--- src/rtl/sub_pkg.sv ---
// -----------------------------------------------------------------------------
// sub_pkg
// Shared definitions for the bit-serial subtractor.
//   state_t  : controller states IDLE / SHIFT / DONE with fixed encodings
//   STATE_W  : width of the state encoding
// -----------------------------------------------------------------------------
package sub_pkg;

   localparam int STATE_W = 2;

   localparam logic [STATE_W-1:0] ENC_IDLE  = 2'd0;
   localparam logic [STATE_W-1:0] ENC_SHIFT = 2'd1;
   localparam logic [STATE_W-1:0] ENC_DONE  = 2'd2;

   typedef enum logic [STATE_W-1:0] {
      IDLE  = ENC_IDLE,
      SHIFT = ENC_SHIFT,
      DONE  = ENC_DONE
   } state_t;

endpackage

--- src/rtl/full_subtractor.sv ---
// -----------------------------------------------------------------------------
// full_subtractor
// One-bit full subtractor cell: computes a - b - bin.
// Ports:
//   a     in  1  minuend bit
//   b     in  1  subtrahend bit
//   bin   in  1  borrow in from the less significant bit
//   d     out 1  difference bit
//   bout  out 1  borrow out to the more significant bit
// -----------------------------------------------------------------------------
module full_subtractor (
   input  logic a,
   input  logic b,
   input  logic bin,
   output logic d,
   output logic bout
);

   logic w_axb;

   assign w_axb = a ^ b;
   assign d     = w_axb ^ bin;
   // Borrow when b beats a outright, or when they tie and a borrow is pending.
   assign bout  = (~a & b) | (~w_axb & bin);

endmodule

--- src/rtl/serial_subtractor.sv ---
// -----------------------------------------------------------------------------
// serial_subtractor
// Bit-serial two's-complement subtractor, Data_in_A - Data_in_B, one bit per
// clock, LSB first. Operands are captured on the accepted-start edge; the
// result and final borrow are loaded on the last shift edge and held until the
// next result is produced.
// Ports:
//   clk              in  1      system clock, rising edge
//   reset            in  1      asynchronous active-high reset
//   start            in  1      request, honoured only in IDLE or DONE
//   Data_in_A        in  WIDTH  minuend
//   Data_in_B        in  WIDTH  subtrahend
//   busy             out 1      high during SHIFT
//   done             out 1      one-cycle pulse, result valid from here on
//   Data_out_Diff    out WIDTH  A - B modulo 2^WIDTH
//   Data_out_Borrow  out 1      1 when unsigned A < B
// -----------------------------------------------------------------------------
module serial_subtractor
   import sub_pkg::*;
#(
   parameter int WIDTH = 8
) (
   input  logic             clk,
   input  logic             reset,
   input  logic             start,
   input  logic [WIDTH-1:0] Data_in_A,
   input  logic [WIDTH-1:0] Data_in_B,
   output logic             busy,
   output logic             done,
   output logic [WIDTH-1:0] Data_out_Diff,
   output logic             Data_out_Borrow
);

   localparam int            CW       = (WIDTH > 1) ? $clog2(WIDTH) : 1;
   localparam logic [CW-1:0] LAST_BIT = CW'(WIDTH - 1);

   state_t           r_state;
   state_t           w_next_state;

   logic [WIDTH-1:0] r_a;
   logic [WIDTH-1:0] r_b;
   logic [WIDTH-1:0] r_res;
   logic [WIDTH-1:0] r_diff;
   logic             r_borrow_ff;
   logic             r_borrow_out;
   logic [CW-1:0]    r_count;

   logic             w_accept;
   logic             w_shift;
   logic             w_last;
   logic             w_d;
   logic             w_bout;
   logic [WIDTH-1:0] w_res_shifted;

   // A start is only honoured when no operation is in flight.
   assign w_accept      = start && ((r_state == IDLE) || (r_state == DONE));
   assign w_shift       = (r_state == SHIFT);
   assign w_last        = w_shift && (r_count == LAST_BIT);
   assign w_res_shifted = {w_d, r_res[WIDTH-1:1]};

   full_subtractor u_fs (
      .a    (r_a[0]),
      .b    (r_b[0]),
      .bin  (r_borrow_ff),
      .d    (w_d),
      .bout (w_bout)
   );

   // ---------------------------------------------------------------- FSM
   always_ff @(posedge clk or posedge reset) begin
      if (reset) begin
         r_state <= IDLE;
      end else begin
         r_state <= w_next_state;
      end
   end

   always_comb begin
      w_next_state = r_state;
      case (r_state)
         IDLE:    if (start) w_next_state = SHIFT;
         SHIFT:   if (r_count == LAST_BIT) w_next_state = DONE;
         DONE:    w_next_state = start ? SHIFT : IDLE;
         default: w_next_state = IDLE;
      endcase
   end

   always_comb begin
      busy = 1'b0;
      done = 1'b0;
      case (r_state)
         SHIFT:   busy = 1'b1;
         DONE:    done = 1'b1;
         default: ;
      endcase
   end

   // ----------------------------------------------------------- datapath
   always_ff @(posedge clk or posedge reset) begin
      if (reset) begin
         r_a         <= '0;
         r_b         <= '0;
         r_res       <= '0;
         r_borrow_ff <= 1'b0;
         r_count     <= '0;
      end else if (w_accept) begin
         r_a         <= Data_in_A;
         r_b         <= Data_in_B;
         r_res       <= '0;
         r_borrow_ff <= 1'b0;
         r_count     <= '0;
      end else if (w_shift) begin
         r_a         <= r_a >> 1;
         r_b         <= r_b >> 1;
         r_res       <= w_res_shifted;
         r_borrow_ff <= w_bout;
         r_count     <= r_count + 1'b1;
      end
   end

   // The last difference bit and borrow are produced on the final shift edge,
   // so the outputs take them straight from the cell rather than the registers.
   always_ff @(posedge clk or posedge reset) begin
      if (reset) begin
         r_diff       <= '0;
         r_borrow_out <= 1'b0;
      end else if (w_last) begin
         r_diff       <= w_res_shifted;
         r_borrow_out <= w_bout;
      end
   end

   assign Data_out_Diff   = r_diff;
   assign Data_out_Borrow = r_borrow_out;

endmodule

--- config.mk ---
export PLATFORM = sky130hd
export DESIGN_NAME = serial_subtractor
export DESIGN_NICKNAME = d
export VERILOG_FILES = /design/src/rtl/sub_pkg.sv /design/src/rtl/full_subtractor.sv /design/src/rtl/serial_subtractor.sv
export SDC_FILE = /design/constraint.sdc
export NUM_CORES = 1
export LEC_CHECK = 0
export BUFFER_PORTS_ARGS = -buffer_cell sky130_fd_sc_hd__buf_2
export CORE_MARGIN = 2
export CORE_UTILIZATION = 30
export CTS_BUF_LIST = sky130_fd_sc_hd__clkbuf_8 sky130_fd_sc_hd__clkbuf_16
export DETAILED_ROUTE_END_ITERATION = 8
export GPL_ROUTABILITY_DRIVEN = 0
export GPL_TIMING_DRIVEN = 0
export PLACE_DENSITY = 0.57
export SYNTH_ARGS = -nofsm -noshare
export SYNTH_HDL_FRONTEND = slang
export SYNTH_SLANG_ARGS = --single-unit
--- constraint.sdc ---
create_clock -name clk -period 3.25 [get_ports clk]
set_clock_uncertainty 0.2 [all_clocks]
set_input_delay 0.975 -clock clk [delete_from_list [all_inputs] [get_ports clk]]
set_output_delay 0.975 -clock clk [all_outputs]
set_load 0.01 [all_outputs]
==> results of run 1 <==
-- per-stage QoR --
| step | setup slack, ns | power (uW) | hold slack, ns | util |
|---|---|---|---|---|
| 3_3_place_gp | 0.677 | 1610 | 0.274 | 0.352 |
| 6_report | 0.738 | 1930 | 0.280 | 0.369 |
| 5_1_grt | 0.668 | 2090 | 0.309 | 0.369 |
| 4_1_cts | 0.718 | 1960 | 0.284 | 0.369 |
| 2_1_floorplan | 1.21 | 1430 | 0.256 | - |
| 3_5_place_dp | 1.04 | 1630 | 0.268 | 0.352 |
-- Yosys cell counts, drive strengths merged --
master and count:
a21o 1, a21oi 14, a22o 12, and2b 2
buf 8, dfrtp 38, fa 1, ha 2
inv 18, mux2 10, nand2 1, nand2b 2
nand3b 1, nor2 1, o21ai 2, o22ai 14
o2bb2ai 1, xnor2 1
-- final cells by class --
class | count | area, sq um | area share
Timing Repair Buffer | 29 | 145 | 0.0719
Sequential cell | 38 | 951 | 0.471
Inverter | 18 | 67.6 | 0.0335
Multi-Input combinational cell | 65 | 587 | 0.291
Buffer | 8 | 86.3 | 0.0428
Tap cell | 72 | 90.1 | 0.0446
Clock inverter | 2 | 8.76 | 0.00434
Clock buffer | 6 | 82.6 | 0.0409
-- worst register-to-register path, delay by kind of cell, from the launching register on --
kind                       cells  cell delay, ns
adders and majority gates      2            0.43
buffers and inverters          1            0.16
DFF                            1            0.41
muxes                          1            0.31
and+or+nand+nor                1            0.09
-- logic make-up (layout without fill, tap and decap cells) --
kind of cell	count (synthesis)	in the layout	share of synthesized area
buffers and inverters	26	63	0.0910
and+or+nand+nor	7	7	0.0466
xor gates and xnor gates	1	1	0.00518
muxes	10	10	0.0821
adders and majority gates	3	3	0.0266
AOI/OAI and AO/OA	44	44	0.186
DFF	38	38	0.562
-- flip-flops by register name (all words and copies together) (netlist names) --
name / flops
r_a: 8
r_count: 3
r_state: 2
Data_out_Diff: 8
r_borrow_ff: 1
Data_out_Borrow: 1
r_res: 7
r_b: 8
-- per-layer routing --
layer,part of all wire,vias to the layer above
met2,0.43,24
met3,0.047,8
met1,0.50,507
li1,-,518
met4,0.019,0
met5,0,-
-- power by group --
part           internal, uW  switching (uW)
registers               693             125
clock network           168             155
logic                   429             363
total                  1290             643
-- worst max path at each step --
stage                      endpoint  cells past startpoint  slack [ns]
floorplan           Data_out_Borrow                      1        1.21
global placement             r_a[6]                      2        0.68
detailed placement             busy                      5        1.04
CTS                            busy                      5        0.72
global route                   busy                      5        0.67
finish                         busy                      5        0.74
==> out/metrics.yaml, run 1 <==
status:
  status: "complete, no violations"
final_layout:
  n_antenna_cell: 0
  fillers: 569
  nets: 187
  final_cells: 238
  layout_common_cells: "dfrtp_1 (38), buf_2 (29), inv_1 (17), o22ai_1 (13), a21oi_1 (13)"
  final_common_cell: "dfrtp_1"
  drive_above_1_share: 0.428
  postLayoutCellArea_sq_um: 2020
  area_growth_syn_to_layout_pct: 19.3
logic_synthesis:
  syn_avg_cell_area_sq_um: 13.1
  yosys_warnings: 0
  synth_nets: 151
  synth_cell_type_count: 25
  synth_top_area_cell: "dfrtp_1"
  syn_area_sq_um: 1690
  synth_top_area_frac: 0.562
  ys_seq_area_frac: 0.562
  ys_top_cells_by_area: "dfrtp_1 (56%), mux2_4 (6.2%), o22ai_1 (4.8%)"
  ys_ff_latch: 38
  syn_inst: 129
worst_setup_path:
  rr_startpoint: "r_count[0]"
  cp_num_buf_inv: 4
  path_class: "flop to output port"
  crit_path_end_kind: "output port"
  crit_top_cell: "buf_6"
  rr_worst_depth: 5
  crit_fanout: 8
  critPathLaunch: "r_state[1]"
  regToRegSetupSlack_ns: 1.52
  start_kind: "flop"
  critPathMaxStageDelay_ns: 0.37
  r2r-end: "Data_out_Diff[1]"
  crit_family: "buffers and inverters"
  cp_slowest_cell: "dfrtp_1"
  worstPathArrival_ns: 1.34
  crit_chain: "buf_6 > nand2b_4 > buf_6 > inv_2 > buf_2"
  required_ns: 2.07
place:
  dp_hpwl_um: 2130
  port_buffers: 29
  placed_area_sq_um: 1930
  dp_cells: 230
timing:
  hold_viol: 0
  rsz0062_at_grt: "false"
  report.final.slew_viol_count: 0
  period_minus_slack_ns: 2.51
  final.setup.tns_ns: 0
  timing.fmax_mhz: 398
  worst_pin_slew_ns: 0.777
  slew_headroom: 0.481
  setup_viol: 0
  fin_crit_sh: 0.773
cts:
  cts_hold_buf: 0
  cts_setup_buffers: 0
  cts_buffers: 5
  h-tree-depth: 2
  root_buffer: "clkbuf_8"
  cts_tree: "done"
  clock_latency_ns: 0.28
  cts_sinks: 38
  clk_path_buf_depth: 2
  ctsResizeCount: 0
  cts.reportedPaths.clkPinSlew_ns: 0.07
routing:
  drtPass1Iterations: 4
  drtIter0Drc: 28
  drtAntennaViolNets: 0
  vias: 1057
  via_per_inst: 4.44
  wl_per_cell_um: 12.6
  wl_um: 3010
  drc: 0
hold_path:
  min_from: "Data_out_Borrow"
  min_path_cells: 2
  holdPathEnd: "Data_out_Borrow"
  worstHoldPathType: "flop to flop"
power_and_ir_drop:
  p_leak_uw: 0.00103
  ir_drop_mv: 0.263
  p_per_area_nw_per_um2: 958
global_route:
  met3_usage: 0.0330
  grt_pass1_vias: 1103
  gr-usage-met1: 0.141
  grtUsageMet2: 0.161
  grt_usage: 0.107
  overflow: 0
  busiest_layer: "met2"
  antenna_found_initial: 0
  grt_pass1_wl_um: 5110
  grt_max_degree: 39
die:
  die_area_sq_um: 6260
  pin_count: 30
  die_h_um: 79.1
  num_rows: 27
  fp.dieW_um: 79.1
  core_area_sq_um: 5470
  start_util: 0.309
flow_run:
  cap_violations: 0
No activity file was read; power rests on OpenSTA's default activity.
==> run 2: changes to the inputs <==
- PLACE_DENSITY: 0.57 -> 0.59
- clock period: 3.25 -> 2 ns (I/O delays scaled with it)
==> out/metrics.yaml, run 2 (same netlist as run 1, synthesis figures left out) <==
worst_setup_path:
  path_class: "flop to output port"  # unchanged
  cp_slowest_cell: "dfrtp_1"  # unchanged
  crit_path_end_kind: "output port"  # unchanged
  crit_fanout: 7  # was 8
  regToRegSetupSlack_ns: 0.26  # was 1.52 ns
  critPathMaxStageDelay_ns: 0.38  # was 0.37 ns
  crit_chain: "buf_6 > nand2b_4 > inv_8 > buf_6"  # was buf_6 > nand2b_4 > buf_6 > inv_2 > buf_2
  rr_startpoint: "r_count[0]"  # unchanged
  worstPathArrival_ns: 1.12  # was 1.34 ns
  r2r-end: "Data_out_Diff[0]"  # was Data_out_Diff[1]
  cp_num_buf_inv: 3  # was 4
  crit_family: "flip-flops"  # was buffers and inverters
  crit_top_cell: "buf_6"  # unchanged
  rr_worst_depth: 5  # unchanged
  start_kind: "flop"  # unchanged
  required_ns: 1.20  # was 2.07 ns
routing:
  drc: 0  # unchanged
  wl_um: 3190  # was 3010 um
  wl_per_cell_um: 13.3  # was 12.6 um
  vias: 1093  # was 1,057
  drtPass1Iterations: 4  # unchanged
  via_per_inst: 4.57  # was 4.44
  drtIter0Drc: 40  # was 28
  drtAntennaViolNets: 0  # unchanged
global_route:
  grt_pass1_vias: 1196  # was 1,103
  overflow: 0  # unchanged
  grt_usage: 0.118  # was 0.107
  grt_max_degree: 39  # unchanged
  antenna_found_initial: 0  # unchanged
  grt_pass1_wl_um: 5580  # was 5110 um
power_and_ir_drop:
  power_frac_comb: 0.426  # was 0.410
  p_leak_uw: 0.00104  # was 0.00103 uW
  ir_drop_mv: 0.442  # was 0.263 mV
  swShare: 0.339  # was 0.333
  p_clk_frac: 0.152  # was 0.167
  p_per_area_nw_per_um2: 1560  # was 958 nW/um^2
  p_int_uw: 2090  # was 1290 uW
  power.share.sequential: 0.422  # was 0.423
  p_sw_uw: 1070  # was 643 uW
place:
  port_buffers: 29  # unchanged
  dp_hpwl_um: 2260  # was 2130 um
  placed_area_sq_um: 1930  # unchanged
cts:
  cts.reportedPaths.clkPinSlew_ns: 0.07  # about the same
  cts_buffers: 5  # unchanged
  clock_latency_ns: 0.29  # was 0.28 ns
  root_buffer: "clkbuf_8"  # unchanged
  cts_sinks: 38  # unchanged
  cts_tree: "done"  # unchanged
  h-tree-depth: 2  # unchanged
  clk_path_buf_depth: 2  # unchanged
timing:
  report.final.slew_viol_count: 0  # unchanged
  timing.fmax_mhz: 519
  worst_pin_slew_ns: 0.787  # was 0.777 ns
  setup_viol: 0  # unchanged
  fin_crit_sh: 0.962
  final.setup.tns_ns: 0  # unchanged
  rsz0062_at_grt: "false"  # unchanged
  slew_headroom: 0.474  # was 0.481
  hold_viol: 0  # unchanged
  period_minus_slack_ns: 1.92
final_layout:
  n_antenna_cell: 0  # unchanged
  nets: 189  # was 187
  postLayoutCellArea_sq_um: 2030  # was 2020 sq um
  drive_above_1_share: 0.425  # was 0.428
  layout_common_cells: "dfrtp_1 (38), buf_2 (28), inv_1 (18), o22ai_1 (13), a21oi_1 (13)"  # was dfrtp_1 (38), buf_2 (29), inv_1 (17), o22ai_1 (13), a21oi_1 (13)
  area_growth_syn_to_layout_pct: 19.9  # was 19.3%
  final_common_cell: "dfrtp_1"  # unchanged
die:
  core_area_sq_um: 5470  # unchanged
  num_rows: 27  # unchanged
  fp.dieW_um: 79.1  # unchanged
  die_h_um: 79.1  # unchanged
  start_util: 0.309  # unchanged
  die_area_sq_um: 6260  # unchanged
  pin_count: 30  # unchanged
hold_path:
  worstHoldPathType: "input pin to async pin"  # was flop to flop
flow_run:
  cap_violations: 0  # unchanged
status:
  status: "complete, no violations"  # unchanged
-- run 2: cell count changes in the layout (fill, tap and decap cells not counted), sizes merged --
cell	change
clkbuf	-1
buf	+2
inv	+1
clkinv	-1
-- run 2: stage by stage --
step | worst slack, ns | cells | util | hold slack (ns) | total power (uW)
6_report | 0.0750 | 239 | 0.371 | 0.251 | 3160
3_3_place_gp | -0.225 | 230 | 0.352 | 0.267 | 2610
4_1_cts | 0.0421 | 237 | 0.368 | 0.283 | 3190
3_5_place_dp | 0.161 | 230 | 0.352 | 0.269 | 2670
5_1_grt | 0.0206 | 239 | 0.371 | 0.317 | 3420
2_1_floorplan | 0.339 | 129 | - | 0.256 | 2320
-- run 2: routing by layer --
metal / GRT usage / wire [um]
met2: 0.186 / 1510
met4: 0.0672 / 79
met5: 0 / 0
met1: 0.141 / 1430
met3: 0.0386 / 169
-- run 2: cell type report --
class                      count  area, sq um
fill                         557         3440
clock buffer                   5         68.8
timing repair buffer          32          174
tap                           72         90.1
clock inverter                 2         7.51
sequential                    38          951
inverter                      18         75.1
buffer                         7         75.1
multi-input combinational     65          587
-- run 2: how the worst max path moves through the flow --
stage	from	end	slack, ns	depth (start not counted)
6_report	r_state[1]	busy	0.08	4
5_1_grt	r_state[1]	busy	0.02	4
4_1_cts	r_state[1]	busy	0.04	4
3_5_place_dp	r_state[1]	busy	0.16	5
3_3_place_gp	reset	r_a[5]	-0.22	2
2_1_floorplan	reset	Data_out_Borrow	0.34	1
-- run 2: power groups by stage --
stage / Combinational (uW) / Clock [uW] / Sequential [uW]
final: 1350 / 481 / 1330
after global routing: 1500 / 538 / 1390
after CTS: 1350 / 506 / 1340
after detailed placement: 1320 / 0 / 1350
after global placement: 1280 / 0 / 1330
after floorplan: 976 / 0 / 1340
-- run 2: what timing repair did --
action                                  CTS  global route
resized for setup                         4             0
setup buffers                             1             2
hold buffers                              0             0
endpoints found under the setup margin    1             1
==> run 3: changes to the inputs <==
--- a/constraint.sdc
+++ b/constraint.sdc
@@ -4,2 +4,2 @@
 set_output_delay 0.6 -clock clk [all_outputs]
-set_load 0.01 [all_outputs]
+set_load 0.005 [all_outputs]
==> out/metrics.yaml, run 3 (same netlist as run 1, synthesis figures left out) <==
die:
  die_area_sq_um: 6260  # unchanged
  die_h_um: 79.1  # unchanged
  start_util: 0.309  # unchanged
  num_rows: 27  # unchanged
  core_area_sq_um: 5470  # unchanged
  pin_count: 30  # unchanged
  fp.dieW_um: 79.1  # unchanged
global_route:
  grt_pass1_vias: 1196  # unchanged
  grt_pass1_wl_um: 5580  # unchanged
  grt_usage: 0.118  # unchanged
  antenna_found_initial: 0  # unchanged
  grt_max_degree: 39  # unchanged
  overflow: 0  # unchanged
routing:
  vias: 1093  # unchanged
  drtAntennaViolNets: 0  # unchanged
  wl_per_cell_um: 13.4  # was 13.3 um
  wl_um: 3190  # about the same
  drtIter0Drc: 40  # unchanged
  via_per_inst: 4.57  # unchanged
  drtPass1Iterations: 4  # unchanged
  drc: 0  # unchanged
cts:
  clk_path_buf_depth: 2  # unchanged
  clock_latency_ns: 0.29  # about the same
  cts_buffers: 5  # unchanged
  cts.reportedPaths.clkPinSlew_ns: 0.07  # about the same
  root_buffer: "clkbuf_8"  # unchanged
  cts_sinks: 38  # unchanged
  h-tree-depth: 2  # unchanged
  cts_hold_buf: 0  # unchanged
  cts_tree: "done"  # unchanged
final_layout:
  final_common_cell: "dfrtp_1"  # unchanged
  fillers: 558  # was 557
  final_cells: 239  # unchanged
  area_growth_syn_to_layout_pct: 19.5  # was 19.9%
  drive_above_1_share: 0.425  # unchanged
  postLayoutCellArea_sq_um: 2020  # was 2030 sq um
  n_antenna_cell: 0  # unchanged
  layout_common_cells: "dfrtp_1 (38), buf_2 (29), inv_1 (18), o22ai_1 (13), a21oi_1 (13)"  # was dfrtp_1 (38), buf_2 (28), inv_1 (18), o22ai_1 (13), a21oi_1 (13)
  nets: 189  # unchanged
timing:
  setup_ws_ns: 0.0685  # was 0.0750 ns
  setup_viol: 0  # unchanged
  fin_crit_sh: 0.966  # was 0.962
  period_minus_slack_ns: 1.93  # was 1.92 ns
  report.final.slew_viol_count: 0  # unchanged
  rsz0062_at_grt: "false"  # unchanged
  slew_headroom: 0.475  # was 0.474
  worst_pin_slew_ns: 0.787  # about the same
  hold_viol: 0  # unchanged
  timing.fmax_mhz: 518  # was 519 MHz
  fin_hold_ws_ns: 0.251  # about the same
power_and_ir_drop:
  ir_drop_mv: 0.407  # was 0.442 mV
  p_per_area_nw_per_um2: 1540  # was 1560 nW/um^2
  p_leak_uw: 0.00103  # was 0.00104 uW
flow_run:
  cap_violations: 0  # unchanged
place:
  post-place-ws_ns: 0.179  # was 0.161 ns
  port_buffers: 29  # unchanged
  dp_hpwl_um: 2260  # unchanged
  placed_area_sq_um: 1930  # unchanged
  dp_cells: 230  # unchanged
status:
  status: "complete, no violations"  # unchanged
worst_setup_path:
  required_ns: 1.20  # about the same
  worstPathArrival_ns: 1.13  # was 1.12 ns
  crit_fanout: 7  # unchanged
  start_kind: "flop"  # unchanged
  path_class: "flop to output port"  # unchanged
  crit_path_end_kind: "output port"  # unchanged
hold_path:
  worstHoldPathType: "input pin to async pin"  # unchanged
[run 3: cell counts in the layout (fill, tap and decap cells not counted)]
Identical to the previous run, type by type.
[run 3: final timing paths]
| path | start | endpoint | slack [ns] | cells after the start |
|---|---|---|---|---|
| min | reset | Data_out_Diff[5] | 0.25 | 2 |
| min in group clk | Data_out_Borrow | Data_out_Borrow | 0.28 | 2 |
| max in group asynchronous | reset | r_a[7] | 0.85 | 2 |
| min reg2reg | Data_out_Borrow | Data_out_Borrow | 0.28 | 2 |
| max reg2reg | r_count[0] | Data_out_Diff[0] | 0.26 | 5 |
| max | r_state[1] | busy | 0.07 | 4 |
[run 3: through the flow]
stage	setup TNS [ns]	utilization	total power [uW]
after global placement	-8.48	0.352	2570
after floorplan	0	-	2280
after detailed placement	0	0.352	2630
after CTS	0	0.367	3140
after global routing	0	0.369	3370
final	0	0.369	3110
[run 3: repair_timing]
action	CTS	global route
setup buffers	1	2
resized for setup	3	0
endpoints found under the setup margin	1	1
[run 3: where the power goes]
| group | internal, uW | leakage, uW | switching (uW) |
|---|---|---|---|
| Clock | 230 | 0.0000466 | 252 |
| Sequential | 1130 | 0.000459 | 207 |
| Combinational | 721 | 0.000528 | 571 |
[run 3: critical path: stages (launching register included)]
cell	delay (ns)
dfrtp_1	0.38
buf_6	0.14
nand2b_4	0.16
inv_8	0.06
buf_2	0.10
[run 3: final cells by class]
type                       count  area [sq um]  area share
inverter                      18          75.1      0.0371
multi-input combinational     65           587       0.290
timing repair buffer          32           168      0.0829
buffer                         7          75.1      0.0371
sequential                    38           951       0.470
tap                           72          90.1      0.0446
clock inverter                 2          7.51     0.00371
clock buffer                   5          68.8      0.0340
[run 3: layer usage]
| layer | wire length, um | GRT usage | share of wire |
|---|---|---|---|
| met1 | 1430 | 0.141 | 0.45 |
| met2 | 1510 | 0.186 | 0.47 |
| met3 | 172 | 0.0386 | 0.054 |
| met4 | 79 | 0.0672 | 0.025 |
| met5 | 0 | 0 | 0 |
